==> src/rtl/alu_control_unit_pkg.sv <==
// alu_control_unit_pkg: shared opcodes, instruction classes, field positions and FSM states
package alu_control_unit_pkg;
  localparam logic [2:0] ALU_ADD  = 3'd0;
  localparam logic [2:0] ALU_SUB  = 3'd1;
  localparam logic [2:0] ALU_AND  = 3'd2;
  localparam logic [2:0] ALU_OR   = 3'd3;
  localparam logic [2:0] ALU_XOR  = 3'd4;
  localparam logic [2:0] ALU_MUL  = 3'd5;
  localparam logic [2:0] ALU_DIV  = 3'd6;
  localparam logic [2:0] ALU_COMP = 3'd7;
  localparam logic [1:0] CLS_ALU  = 2'd0;
  localparam logic [1:0] CLS_LDI  = 2'd1;
  localparam logic [1:0] CLS_JZ   = 2'd2;
  localparam logic [1:0] CLS_HALT = 2'd3;
  localparam int F_CLS = 14;
  localparam int F_OP  = 11;
  localparam int F_RD  = 9;
  localparam int F_RS1 = 7;
  localparam int F_RS2 = 5;
  localparam int F_LRD = 12;
  typedef enum logic [2:0] {S_IDLE, S_FETCH, S_DECODE, S_EXECUTE, S_WRITEBACK, S_HALT} state_t;
  function automatic logic [1:0] f_cls(input logic [15:0] ir);
    return ir[F_CLS+:2];
  endfunction
endpackage

==> src/rtl/alu_control_unit_if.sv <==
// alu_control_unit_if: instruction-memory and ALU bus between controller and its neighbours
interface alu_control_unit_if #(parameter int DATA_W = 8, parameter int PC_W = 8);
  logic              imem_rd;
  logic [PC_W-1:0]   imem_addr;
  logic [15:0]       imem_data;
  logic [DATA_W-1:0] alu_a;
  logic [DATA_W-1:0] alu_b;
  logic [2:0]        alu_sel;
  logic [DATA_W-1:0] alu_out;
  logic              carry_out;
  modport master(output imem_rd, imem_addr, alu_a, alu_b, alu_sel, input imem_data, alu_out, carry_out);
  modport slave(input imem_rd, imem_addr, alu_a, alu_b, alu_sel, output imem_data, alu_out, carry_out);
endinterface

==> src/rtl/alu_control_unit_regfile.sv <==
// alu_control_unit_regfile: 4-entry register file, two async read ports, debug port, one sync write
module alu_control_unit_regfile #(parameter int DATA_W = 8) (
  input  logic              clk,
  input  logic              rst,
  input  logic              i_we,
  input  logic [1:0]        i_wa,
  input  logic [DATA_W-1:0] i_wd,
  input  logic [1:0]        i_ra1,
  input  logic [1:0]        i_ra2,
  input  logic [1:0]        i_dbg_sel,
  output logic [DATA_W-1:0] o_rd1,
  output logic [DATA_W-1:0] o_rd2,
  output logic [DATA_W-1:0] o_dbg
);
  logic [DATA_W-1:0] r_mem [4];
  always_ff @(posedge clk)
    if (rst) r_mem <= '{default: '0};
    else if (i_we) r_mem[i_wa] <= i_wd;
  assign o_rd1 = r_mem[i_ra1];
  assign o_rd2 = r_mem[i_ra2];
  assign o_dbg = r_mem[i_dbg_sel];
endmodule

==> src/rtl/alu_control_unit.sv <==
// alu_control_unit: multi-cycle fetch/decode/execute/writeback controller for the shared 8-bit ALU
module alu_control_unit
  import alu_control_unit_pkg::*;
#(parameter int DATA_W = 8, parameter int PC_W = 8) (
  input  logic                clk,
  input  logic                rst,
  input  logic                i_start,
  alu_control_unit_if.master  bus,
  output logic                o_busy,
  output logic                o_halted,
  output logic                o_flag_z,
  output logic                o_flag_c,
  input  logic [1:0]          i_dbg_sel,
  output logic [DATA_W-1:0]   o_dbg_data
);
  state_t            r_state, w_next;
  logic [PC_W-1:0]   r_pc;
  logic [15:0]       r_ir;
  logic [DATA_W-1:0] r_result, r_alu_a, r_alu_b;
  logic [2:0]        r_alu_sel;
  logic              r_flag_z, r_flag_c;
  logic [1:0]        w_cls, w_cls_d, w_wa;
  logic [2:0]        w_op;
  logic [DATA_W-1:0] w_rs1_data, w_rs2_data, w_wd;
  logic              w_we, w_idle;
  assign w_cls   = f_cls(r_ir);
  assign w_cls_d = f_cls(bus.imem_data);
  assign w_op    = r_ir[F_OP+:3];
  assign w_idle  = r_state == S_IDLE || r_state == S_HALT;
  always_comb begin
    w_next = r_state;
    case (r_state)
      S_IDLE, S_HALT: w_next = i_start ? S_FETCH : r_state;
      S_FETCH:        w_next = S_DECODE;
      S_DECODE:       w_next = w_cls_d == CLS_ALU ? S_EXECUTE :
                               w_cls_d == CLS_LDI ? S_WRITEBACK :
                               w_cls_d == CLS_JZ  ? S_FETCH : S_HALT;
      S_EXECUTE:      w_next = S_WRITEBACK;
      S_WRITEBACK:    w_next = S_FETCH;
      default:        w_next = S_IDLE;
    endcase
  end
  // Operands come straight from the regfile in EXECUTE and are frozen afterwards so the ALU inputs never toggle
  assign bus.alu_a     = r_state == S_EXECUTE ? w_rs1_data : r_alu_a;
  assign bus.alu_b     = r_state == S_EXECUTE ? w_rs2_data : r_alu_b;
  assign bus.alu_sel   = r_state == S_EXECUTE ? w_op : r_alu_sel;
  assign bus.imem_rd   = r_state == S_FETCH;
  assign bus.imem_addr = r_pc;
  assign o_busy   = !w_idle;
  assign o_halted = r_state == S_HALT;
  assign o_flag_z = r_flag_z;
  assign o_flag_c = r_flag_c;
  assign w_we = r_state == S_WRITEBACK && (w_cls == CLS_LDI || (w_cls == CLS_ALU && w_op != ALU_COMP));
  assign w_wa = w_cls == CLS_LDI ? r_ir[F_LRD+:2] : r_ir[F_RD+:2];
  assign w_wd = w_cls == CLS_LDI ? DATA_W'(r_ir[7:0]) : r_result;
  always_ff @(posedge clk)
    if (rst) begin
      r_state   <= S_IDLE;
      r_pc      <= '0;
      r_ir      <= '0;
      r_result  <= '0;
      r_flag_z  <= 1'b0;
      r_flag_c  <= 1'b0;
      r_alu_a   <= '0;
      r_alu_b   <= '0;
      r_alu_sel <= ALU_ADD;
    end else begin
      r_state <= w_next;
      if (w_idle && i_start) r_pc <= '0;
      if (r_state == S_DECODE) begin
        r_ir <= bus.imem_data;
        if (w_cls_d == CLS_JZ) r_pc <= r_flag_z ? PC_W'(bus.imem_data[7:0]) : r_pc + PC_W'(1);
      end
      if (r_state == S_EXECUTE) begin
        r_result  <= bus.alu_out;
        r_flag_z  <= bus.alu_out == '0;
        r_flag_c  <= bus.carry_out;
        r_alu_a   <= w_rs1_data;
        r_alu_b   <= w_rs2_data;
        r_alu_sel <= w_op;
      end
      if (r_state == S_WRITEBACK) r_pc <= r_pc + PC_W'(1);
    end
  alu_control_unit_regfile #(.DATA_W(DATA_W)) u_rf (
    .clk       (clk),
    .rst       (rst),
    .i_we      (w_we),
    .i_wa      (w_wa),
    .i_wd      (w_wd),
    .i_ra1     (r_ir[F_RS1+:2]),
    .i_ra2     (r_ir[F_RS2+:2]),
    .i_dbg_sel (i_dbg_sel),
    .o_rd1     (w_rs1_data),
    .o_rd2     (w_rs2_data),
    .o_dbg     (o_dbg_data)
  );
endmodule

==> src/flat_wrapper.sv <==
// flat-port wrapper written by rule: the top's interface ports become plain ports
module alu_control_unit_flat import alu_control_unit_pkg::*;
#(parameter int DATA_W = 8, parameter int PC_W = 8)
  (clk, rst, i_start, o_busy, o_halted, o_flag_z, o_flag_c, i_dbg_sel, o_dbg_data, bus_imem_rd, bus_imem_addr, bus_alu_a, bus_alu_b, bus_alu_sel, bus_imem_data, bus_alu_out, bus_carry_out);
  alu_control_unit_if #(.DATA_W(DATA_W), .PC_W(PC_W)) bus_i ();
  input  logic clk;
  input  logic rst;
  input  logic i_start;
  output logic o_busy;
  output logic o_halted;
  output logic o_flag_z;
  output logic o_flag_c;
  input  logic [1:0] i_dbg_sel;
  output logic [DATA_W-1:0] o_dbg_data;
  output wire logic [$bits(bus_i.imem_rd)-1:0] bus_imem_rd;
  output wire logic [$bits(bus_i.imem_addr)-1:0] bus_imem_addr;
  output wire logic [$bits(bus_i.alu_a)-1:0] bus_alu_a;
  output wire logic [$bits(bus_i.alu_b)-1:0] bus_alu_b;
  output wire logic [$bits(bus_i.alu_sel)-1:0] bus_alu_sel;
  input wire logic [$bits(bus_i.imem_data)-1:0] bus_imem_data;
  input wire logic [$bits(bus_i.alu_out)-1:0] bus_alu_out;
  input wire logic [$bits(bus_i.carry_out)-1:0] bus_carry_out;
  assign bus_imem_rd = bus_i.imem_rd;
  assign bus_imem_addr = bus_i.imem_addr;
  assign bus_alu_a = bus_i.alu_a;
  assign bus_alu_b = bus_i.alu_b;
  assign bus_alu_sel = bus_i.alu_sel;
  assign bus_i.imem_data = bus_imem_data;
  assign bus_i.alu_out = bus_alu_out;
  assign bus_i.carry_out = bus_carry_out;
  alu_control_unit #(.DATA_W(DATA_W), .PC_W(PC_W)) u_core (.clk(clk), .rst(rst), .i_start(i_start), .bus(bus_i), .o_busy(o_busy), .o_halted(o_halted), .o_flag_z(o_flag_z), .o_flag_c(o_flag_c), .i_dbg_sel(i_dbg_sel), .o_dbg_data(o_dbg_data));
endmodule
==> config.mk <==
export PLATFORM = sky130hd
export DESIGN_NAME = alu_control_unit_flat
export DESIGN_NICKNAME = d
export VERILOG_FILES = /design/src/rtl/alu_control_unit_pkg.sv /design/src/rtl/alu_control_unit_if.sv /design/src/rtl/alu_control_unit_regfile.sv /design/src/rtl/alu_control_unit.sv /design/src/flat_wrapper.sv
export SDC_FILE = /design/constraint.sdc
export NUM_CORES = 1
export LEC_CHECK = 0
export CAP_MARGIN = 20
export CORE_UTILIZATION = 23
export CTS_CLUSTER_DIAMETER = 100
export DETAILED_ROUTE_END_ITERATION = 6
export PLACE_DENSITY = 0.5
export SLEW_MARGIN = 10
export SYNTH_ARGS = -nofsm -noshare
export SYNTH_HDL_FRONTEND = slang
export SYNTH_SLANG_ARGS = --single-unit
==> constraint.sdc <==
create_clock -name clk -period 3.3 [get_ports clk]
set_input_delay 0.33 -clock clk [delete_from_list [all_inputs] [get_ports clk]]
set_output_delay 0.33 -clock clk [all_outputs]
set_load 0.02 [all_outputs]
==> results.cfg, run 1 <==
[status]
outcome = complete, no violations

[critical_path]
critical_path.reg2reg.endpoint = u_core.u_rf.r_mem[9]
cp.required_ns = 2.97
endpoint_kind = output pin
r2r.worst_path.cells = 4
timing.reg2reg.setup_slack_ns = 0.98
critPathArrivalTime_ns = 2.56
max_stage_delay_ns = 0.55
critPathSlowestCell = nand2_1
critPathMaxFanout = 20
startpoint_type = flop
path_class = flop to output pin
reg2reg_from = u_core.r_state[2]
crit_path_frequent_cell = nand2_1
crit_chain = nor2b_1, nand2_1, nand2_1, nand2_1, clkdlybuf4s50_1

[grt]
antenna_found_initial = 0
grt_use_met2 = 0.2176
top_usage_layer = met2
grt_pass1_vias = 3716
grt_pass1_wl_um = 20190
grt_max_degree = 45
grt-ovfl-total = 0
grt_usage = 0.1333
met3_usage = 0.02856
use_met1 = 0.1731

[layout]
layout-drive-gt1-share = 0.1237
area_growth_pct = 27.56
fin_cells = 808
final_core_util = 0.2988
nets = 600
antenna_cells = 0

[sta]
rsz0062_at_grt = false
finalCriticalPeriod_ns = 2.893
finalHoldViolCount = 0
finalSetupViolCount = 0
drv_slew = 0
relSlewSlack = 0.3282
worst_pin_slew_ns = 1.004
whs_ns = 0.4590
fmax_mhz = 345.7
tns_ns = 0
finClkSkew_ns = 0.01011
period_share = 0.8766

[die]
die_area_mm2 = 0.01954
row_count = 50
die_x_um = 139.8
core_area_mm2 = 0.01864
pin_count = 70
die_h_um = 139.8
start_util = 0.2342

[synth]
ys_warn_count = 0
synth.net_count = 543
syn_inst = 512
ys_seq_area_frac = 0.4034
netlist_area_mm2 = 0.004367
async_flop_share = 0
synth_edf_count = 0
synth.distinct_cells = 45
synth_top_cell_by_area = dfxtp_1
synth_top_area_share = 0.4034
yosys.cell_count.top_type = nand2_1
synth_common_cells = nand2_1 (150), dfxtp_1 (88), a21oi_1 (61), mux4_2 (24), o21ai_0 (24)
synthTopCellsByArea = dfxtp_1 (40%), nand2_1 (13%), mux4_2 (12%), a21oi_1 (7.0%), mux2_2 (4.1%)
avgSynthCellArea_um2 = 8.529
ys_seq_elements = 88
synth_top_flop_cell = dfxtp_1

[hold_path]
hold_end = u_core.r_ir[0]
hp-class = flop to flop
whs_path_depth = 2
hold_start = u_core.r_ir[0]

[pwr]
vdd_drop_max_v = 0.0002163
leakage_nw = 1.941
pwr_density_cell_mw_per_mm2 = 403.7
power_frac_seq = 0.486
combPwrFrac = 0.074
p_sw_w = 0.0005265
sw_frac_of_total = 0.2341
p_int_w = 0.001722
power.total_w = 0.002249
clockPowerShare = 0.440

[placed_design]
dp_hpwl_um = 8897
placedCellCount = 792
port_buffers = 69
place_congestion = 0.7522

[cts]
cts_buffer_depth = 2
htree_levels = 3
clkSlewWorstSetupHoldPaths_ns = 0.07
cts.sinks = 88
cts_buffers = 9
postCtsSetupBuffers = 0
clk_latency_ns = 0.34
cts_tree = built
ctsResizeCount = 0
hold_buffers = 0
cts_root_buf = clkbuf_16

[drt]
drt-initial-drc-count = 272
routed_wl_um = 12270
viasPerCell = 4.593
wire_per_inst_um = 15.18
dr.pass1.iters = 4
drc = 0
ant_nets = 0
num_vias = 3711

[job]
maxCapViolations = 0
## layout by cell type, fill, tap and decap left out, types with 2 or more instances in the layout
master,n
a21oi_1,61
o22ai_1,3
and3_1,3
inv_1,4
xnor2_1,4
a211oi_1,2
clkbuf_8,3
nor4_1,2
buf_4,10
clkbuf_16,9
nand2_1,150
nand2b_1,22
nor2_1,16
nor2b_1,20
o21ai_0,24
xor2_1,2
a22oi_1,2
a31oi_1,3
dfxtp_1,88
clkbuf_1,2
mux2_2,16
nand3_1,5
and2_1,3
clkdlybuf4s50_1,68
o211ai_1,3
mux4_2,24
nor3_1,3
a221oi_1,2
## how the worst max path moves through the flow
stage	startpoint	end	cells after the start
finish	u_core.r_state[1]	bus_alu_a[1]	5
detailed placement	i_dbg_sel[0]	o_dbg_data[2]	3
CTS	u_core.r_state[1]	bus_alu_a[1]	5
global route	u_core.r_state[1]	bus_alu_b[6]	5
global placement	i_dbg_sel[0]	o_dbg_data[2]	3
floorplan	u_core.r_ir[7]	bus_alu_a[3]	4
## per-stage QoR
stage | worst slack, ns | instance area, µm²
final | 0.4072 | 5570
after global routing | 0.2423 | 5570
after global placement | 0.5924 | 5284
after CTS | 0.4200 | 5570
after floorplan | 1.462 | 4367
after detailed placement | 0.5746 | 5284
## per-layer routing
| layer | up-vias | wire (µm) |
|---|---|---|
| li1 | 1876 | - |
| met1 | 1763 | 5930 |
| met2 | 60 | 5746 |
| met3 | 12 | 417 |
| met4 | 0 | 170 |
| met5 | - | 0 |
## sequential cells by signal, indices dropped and copies added, names as in the netlist
register	cells
u_core.r_alu_b	8
u_core.o_flag_z	1
u_core.o_flag_c	1
u_core.r_alu_a	8
u_core.r_result	8
u_core.r_ir	16
u_core.r_state	3
u_core.u_rf.r_mem	32
u_core.bus.imem_addr	8
u_core.r_alu_sel	3
## power by group through the flow
stage          Clock (W)  Sequential [W]  Combinational [W]
2_1_floorplan          0         0.00110          0.0000981
3_3_place_gp           0         0.00112           0.000166
3_5_place_dp           0         0.00112           0.000168
4_1_cts          0.00101         0.00109           0.000169
5_1_grt          0.00107         0.00109           0.000182
6_report        0.000989         0.00109           0.000167
## critical path: cells and delay by family (launching register included)
| family | cells | cell delay [ns] |
|---|---|---|
| AND/OR/NAND/NOR | 4 | 1.18 |
| buffers and inverters | 1 | 0.55 |
| flip-flops | 1 | 0.49 |
## cells by family (layout without fill, tap and decap cells)
family,count (synthesis),in the layout,synth area share
AOI/OAI and AO/OA,102,102,0.1258
xor gates and xnor gates,6,6,0.01203
adders and majority gates,2,2,0.005157
buffers and inverters,37,99,0.03524
DFF,88,88,0.4034
and+or+nand+nor,235,235,0.2479
muxes,42,42,0.1705
## final cells by class
cell class / instances / area (µm²)
fillers: 1965 / 13070
repair buffers: 79 / 760.7
clock buffers: 14 / 274.0
clock inverters: 2 / 12.51
inverters: 4 / 15.01
multi-input cells: 387 / 2454
flip-flops and latches: 88 / 1762
well taps: 234 / 292.8
Note: power is estimated with default switching activity, not from simulation.
==> run 2: changes to the inputs <==
ABC_AREA = 1   (was unset)
GPL_TIMING_DRIVEN = 1   (was unset)
==> results.cfg, run 2 <==
[status]
outcome = complete, no violations

[die]
pin_count = 70
die_x_um = 143.8
die_area_mm2 = 0.02068
die_h_um = 143.8
core_area_mm2 = 0.01959
row_count = 51
start_util = 0.2361

[synth]
synth_top_cell_by_area = dfxtp_1
synth_common_cells = nand2_1 (158), nor2_1 (108), o21ai_0 (92), dfxtp_1 (88), a21oi_1 (85)
synth_top_area_share = 0.3810
avgSynthCellArea_um2 = 6.326
syn_inst = 731
yosys.cell_count.top_type = nand2_1
synth.net_count = 762
ys_seq_area_frac = 0.3810
synth_top_flop_cell = dfxtp_1
async_flop_share = 0
netlist_area_mm2 = 0.004624
synthTopCellsByArea = dfxtp_1 (38%), nand2_1 (13%), o21ai_0 (10%), a21oi_1 (9.2%), nor2_1 (8.8%)
ys_seq_elements = 88
ys_warn_count = 0
synth_edf_count = 0
synth.distinct_cells = 30

[grt]
grt-ovfl-total = 0
grt_usage = 0.1450
grt_pass1_vias = 4266
grt_max_degree = 61
antenna_found_initial = 0
grt_pass1_wl_um = 22760

[critical_path]
path_class = flop to output pin
critPathMaxFanout = 21
startpoint_type = flop
cp.required_ns = 2.97
critPathArrivalTime_ns = 2.42
endpoint_kind = output pin

[pwr]
pwr_density_cell_mw_per_mm2 = 454.9
power_frac_seq = 0.435
leakage_nw = 2.353
clockPowerShare = 0.384
p_sw_w = 0.0007611
p_int_w = 0.001888
sw_frac_of_total = 0.2873
combPwrFrac = 0.181
vdd_drop_max_v = 0.0003007

[cts]
cts_buffer_depth = 2
clkSlewWorstSetupHoldPaths_ns = 0.06
cts_buffers = 9
cts_tree = built
hold_buffers = 0
cts_root_buf = clkbuf_16
postCtsSetupBuffers = 0
ctsResizeCount = 0
clk_latency_ns = 0.34
cts.sinks = 88
htree_levels = 3

[drt]
routed_wl_um = 14180
viasPerCell = 4.500
drc = 0
num_vias = 4725
wire_per_inst_um = 13.50
ant_nets = 0
drt-initial-drc-count = 307
dr.pass1.iters = 5

[sta]
relSlewSlack = 0.4429
finalCriticalPeriod_ns = 2.748
tns_ns = 0
drv_slew = 0
rsz0062_at_grt = false
finClkSkew_ns = 0.004646
fmax_mhz = 364.0
finalHoldViolCount = 0
worst_pin_slew_ns = 0.8269
finalWorstSetupSlack_ns = 0.5524
finalSetupViolCount = 0
period_share = 0.8326
whs_ns = 0.4534

[layout]
largest_reg_flops = 32
final_common_cell = nand2_1
nets = 812
largest_register = u_core.u_rf.r_mem
fin_cells = 1050
layout-drive-gt1-share = 0.04968
fillers = 2217
final_cell_mix = nand2_1 (158), nor2_1 (108), o21ai_0 (92)
multi_input_area_mm2 = 0.002405
area_growth_pct = 25.92
final_core_util = 0.2972
regArea_mm2 = 0.001762
antenna_cells = 0
reg_top3 = u_core.u_rf.r_mem: 32 flops, u_core.r_ir: 16 flops

[hold_path]
hp-class = flop to flop

[placed_design]
place_congestion = 0.8417
dp_hpwl_um = 10260
pre_cts_slack_ns = 0.6093
port_buffers = 69
placedCellCount = 1035

[job]
maxCapViolations = 0
-- run 2: power by group through the flow --
stage / Sequential, W / Clock (W) / Combinational, W
3_5_place_dp: 0.00117 / 0 / 0.000482
2_1_floorplan: 0.00116 / 0 / 0.000319
5_1_grt: 0.00116 / 0.00108 / 0.000541
4_1_cts: 0.00115 / 0.00105 / 0.000485
3_3_place_gp: 0.00117 / 0 / 0.000483
6_report: 0.00115 / 0.00102 / 0.000480
-- run 2: area by class of cell --
cell class,count,share of cell area
repair buffers,79,0.1315
clock inverters,3,0.007306
inverters,72,0.04641
multi-input cells,531,0.4130
clock buffers,12,0.04233
well taps,265,0.05694
flip-flops and latches,88,0.3025
-- run 2: worst paths after layout --
path,depth (start not counted),to,start,slack (ns)
min reg2reg,2,u_core.r_result[1],u_core.r_result[1],0.45
min,2,u_core.r_result[1],u_core.r_result[1],0.45
max reg2reg,7,u_core.u_rf.r_mem[26],u_core.r_state[1],1.28
max,9,bus_alu_sel[0],u_core.r_state[2],0.55
-- run 2: cell families (layout without fill, tap and decap cells) --
family / Yosys count / in the layout / share of synthesized area
AO/OA/AOI/OAI: 186 / 186 / 0.2035
AND/OR/NAND/NOR: 344 / 344 / 0.3139
adder cells (fa/ha/maj): 1 / 1 / 0.002705
flip-flops: 88 / 88 / 0.3810
buffers and inverters: 112 / 166 / 0.09903
-- run 2: through the flow --
stage | instance area, µm² | power [W]
2_1_floorplan | 4624 | 0.001478
3_3_place_gp | 5534 | 0.001657
3_5_place_dp | 5534 | 0.001656
4_1_cts | 5823 | 0.002688
5_1_grt | 5823 | 0.002783
6_report | 5823 | 0.002649
-- run 2: worst max-delay path, stage by stage (launching register included) --
cell and delay (ns):
dfxtp_1 0.39, inv_1 0.09, nand3_1 0.09, buf_4 0.25, inv_1 0.06, buf_4 0.20, or2_2 0.28, o21ai_0 0.10
inv_1 0.07, clkdlybuf4s50_1 0.54
-- run 2: per-layer routing --
metal | track usage | routed length [µm]
met1 | 0.2016 | 7028
met2 | 0.2174 | 6144
met3 | 0.03432 | 699
met4 | 0.04815 | 303
met5 | 0 | 0
==> run 3: changes to the inputs <==
PLACE_DENSITY = 0.51   (was 0.5)
clock period = 2.3 ns   (was 3.3 ns; I/O delays follow)
==> results.cfg, run 3 (synthesis results as in run 2) <==
[critical_path]
endpoint_kind = output pin
critPathArrivalTime_ns = 1.94
cp.required_ns = 2.07
startpoint_type = input port
critPathSlowestCell = clkdlybuf4s50_1
critPathMaxFanout = 10
max_stage_delay_ns = 0.62
crit_chain = clkdlybuf4s50_1, clkinvlp_4, o21ai_0, a21oi_1, a21oi_1, clkdlybuf4s50_1
path_class = input port to output pin

[layout]
nets = 823
antenna_cells = 0
largest_reg_flops = 32
fillers = 2210
largest_register = u_core.u_rf.r_mem
final_cell_mix = nand2_1 (158), nor2_1 (108), o21ai_0 (91)
area_growth_pct = 28.25
layout-drive-gt1-share = 0.06901
final_common_cell = nand2_1
reg_top3 = u_core.u_rf.r_mem: 32 flops, u_core.r_ir: 16 flops

[placed_design]
place_congestion = 0.8337
port_buffers = 69
pre_cts_slack_ns = -0.01106
dp_hpwl_um = 10450

[sta]
fmax_mhz = 460.4
relSlewSlack = 0.5701
worst_pin_slew_ns = 0.6381
period_share = 0.9444
rsz0062_at_grt = false
finalCriticalPeriod_ns = 2.172
finalWorstSetupSlack_ns = 0.1280
finClkSkew_ns = 0.007155
tns_ns = 0
drv_slew = 0
finalHoldViolCount = 0
finalSetupViolCount = 0

[drt]
wire_per_inst_um = 13.17
viasPerCell = 4.464
num_vias = 4741
drt-initial-drc-count = 286
dr.pass1.iters = 5
routed_wl_um = 13990
drc = 0
ant_nets = 0

[pwr]
sw_frac_of_total = 0.2927
combPwrFrac = 0.193
power_frac_seq = 0.443
leakage_nw = 2.605
p_sw_w = 0.001088
pwr_density_cell_mw_per_mm2 = 626.8
vdd_drop_max_v = 0.0003315
p_int_w = 0.002629
clockPowerShare = 0.364

[die]
core_area_mm2 = 0.01959
die_area_mm2 = 0.02068
row_count = 51
start_util = 0.2361
die_h_um = 143.8
die_x_um = 143.8
pin_count = 70

[cts]
cts_tree = built
clkSlewWorstSetupHoldPaths_ns = 0.06
cts.sinks = 88
hold_buffers = 0
clk_latency_ns = 0.35
cts_buffers = 9
cts_root_buf = clkbuf_16
htree_levels = 3
cts_buffer_depth = 2

[job]
maxCapViolations = 0

[grt]
grt_pass1_wl_um = 22750
grt_usage = 0.1429
grt_pass1_vias = 4413
grt-ovfl-total = 0
grt_max_degree = 40
antenna_found_initial = 0

[hold_path]
hp-class = flop to flop

[status]
outcome = complete, no violations
[run 3: worst paths after layout]
kind                                    startpoint              endpoint  slack [ns]  cells after the start
worst max-delay path                  i_dbg_sel[0]         o_dbg_data[4]        0.13                      6
worst min register to register  u_core.r_result[0]    u_core.r_result[0]        0.46                      2
worst min-delay path            u_core.r_result[0]    u_core.r_result[0]        0.46                      2
worst max register to register   u_core.r_state[1]  u_core.u_rf.r_mem[5]        0.47                      8
[run 3: layout make-up]
| cell class | count | area, µm² | area share |
|---|---|---|---|
| multi-input combinational | 531 | 2405 | 0.4055 |
| clock inverter | 3 | 17.52 | 0.002954 |
| tap | 265 | 331.6 | 0.05591 |
| inverter | 72 | 276.5 | 0.04662 |
| timing repair buffer | 90 | 887.1 | 0.1496 |
| clock buffer | 13 | 250.2 | 0.04219 |
| sequential | 88 | 1763 | 0.2973 |
[run 3: power groups by stage]
stage	clock network (W)	registers, W	logic, W
2_1_floorplan	0	0.00166	0.000458
3_3_place_gp	0	0.00168	0.000722
3_5_place_dp	0	0.00168	0.000721
4_1_cts	0.00140	0.00165	0.000722
5_1_grt	0.00147	0.00165	0.000803
6_report	0.00135	0.00165	0.000719
[run 3: metal layers]
metal  share of wire  wire [µm]  vias to the layer above  GRT usage
met5               0          0                        -          0
met4           0.012        165                        0    0.03303
met3           0.058        815                       16    0.03499
met2            0.45       6264                      126     0.2292
met1            0.48       6746                     2110     0.1914
li1                -          -                     2489          -
[run 3: through the flow]
step / hold WS, ns / instances / util / instance area (µm²) / total power (W)
after CTS: 0.4595 / 1062 / 0.3015 / 5907 / 0.003764
after global placement: 0.4451 / 1044 / 0.2879 / 5639 / 0.002402
after floorplan: 0.3733 / 731 / - / 4624 / 0.002120
final: 0.4564 / 1062 / 0.3027 / 5931 / 0.003717
after global routing: 0.4854 / 1062 / 0.3027 / 5931 / 0.003926
after detailed placement: 0.4510 / 1044 / 0.2879 / 5639 / 0.002400
[run 3: what timing repair did]
| item | 4_1_cts | 5_1_grt |
|---|---|---|
| setup buffers | 2 | 0 |
| pin swaps | 0 | 0 |
| endpoints found under the setup margin | 21 | 8 |
| gates resized for setup | 22 | 9 |
[run 3: worst max-delay path, delay by kind of cell]
family	cells	cell delay, ns
AOI/OAI and AO/OA	3	0.37
buffers and inverters	3	1.34
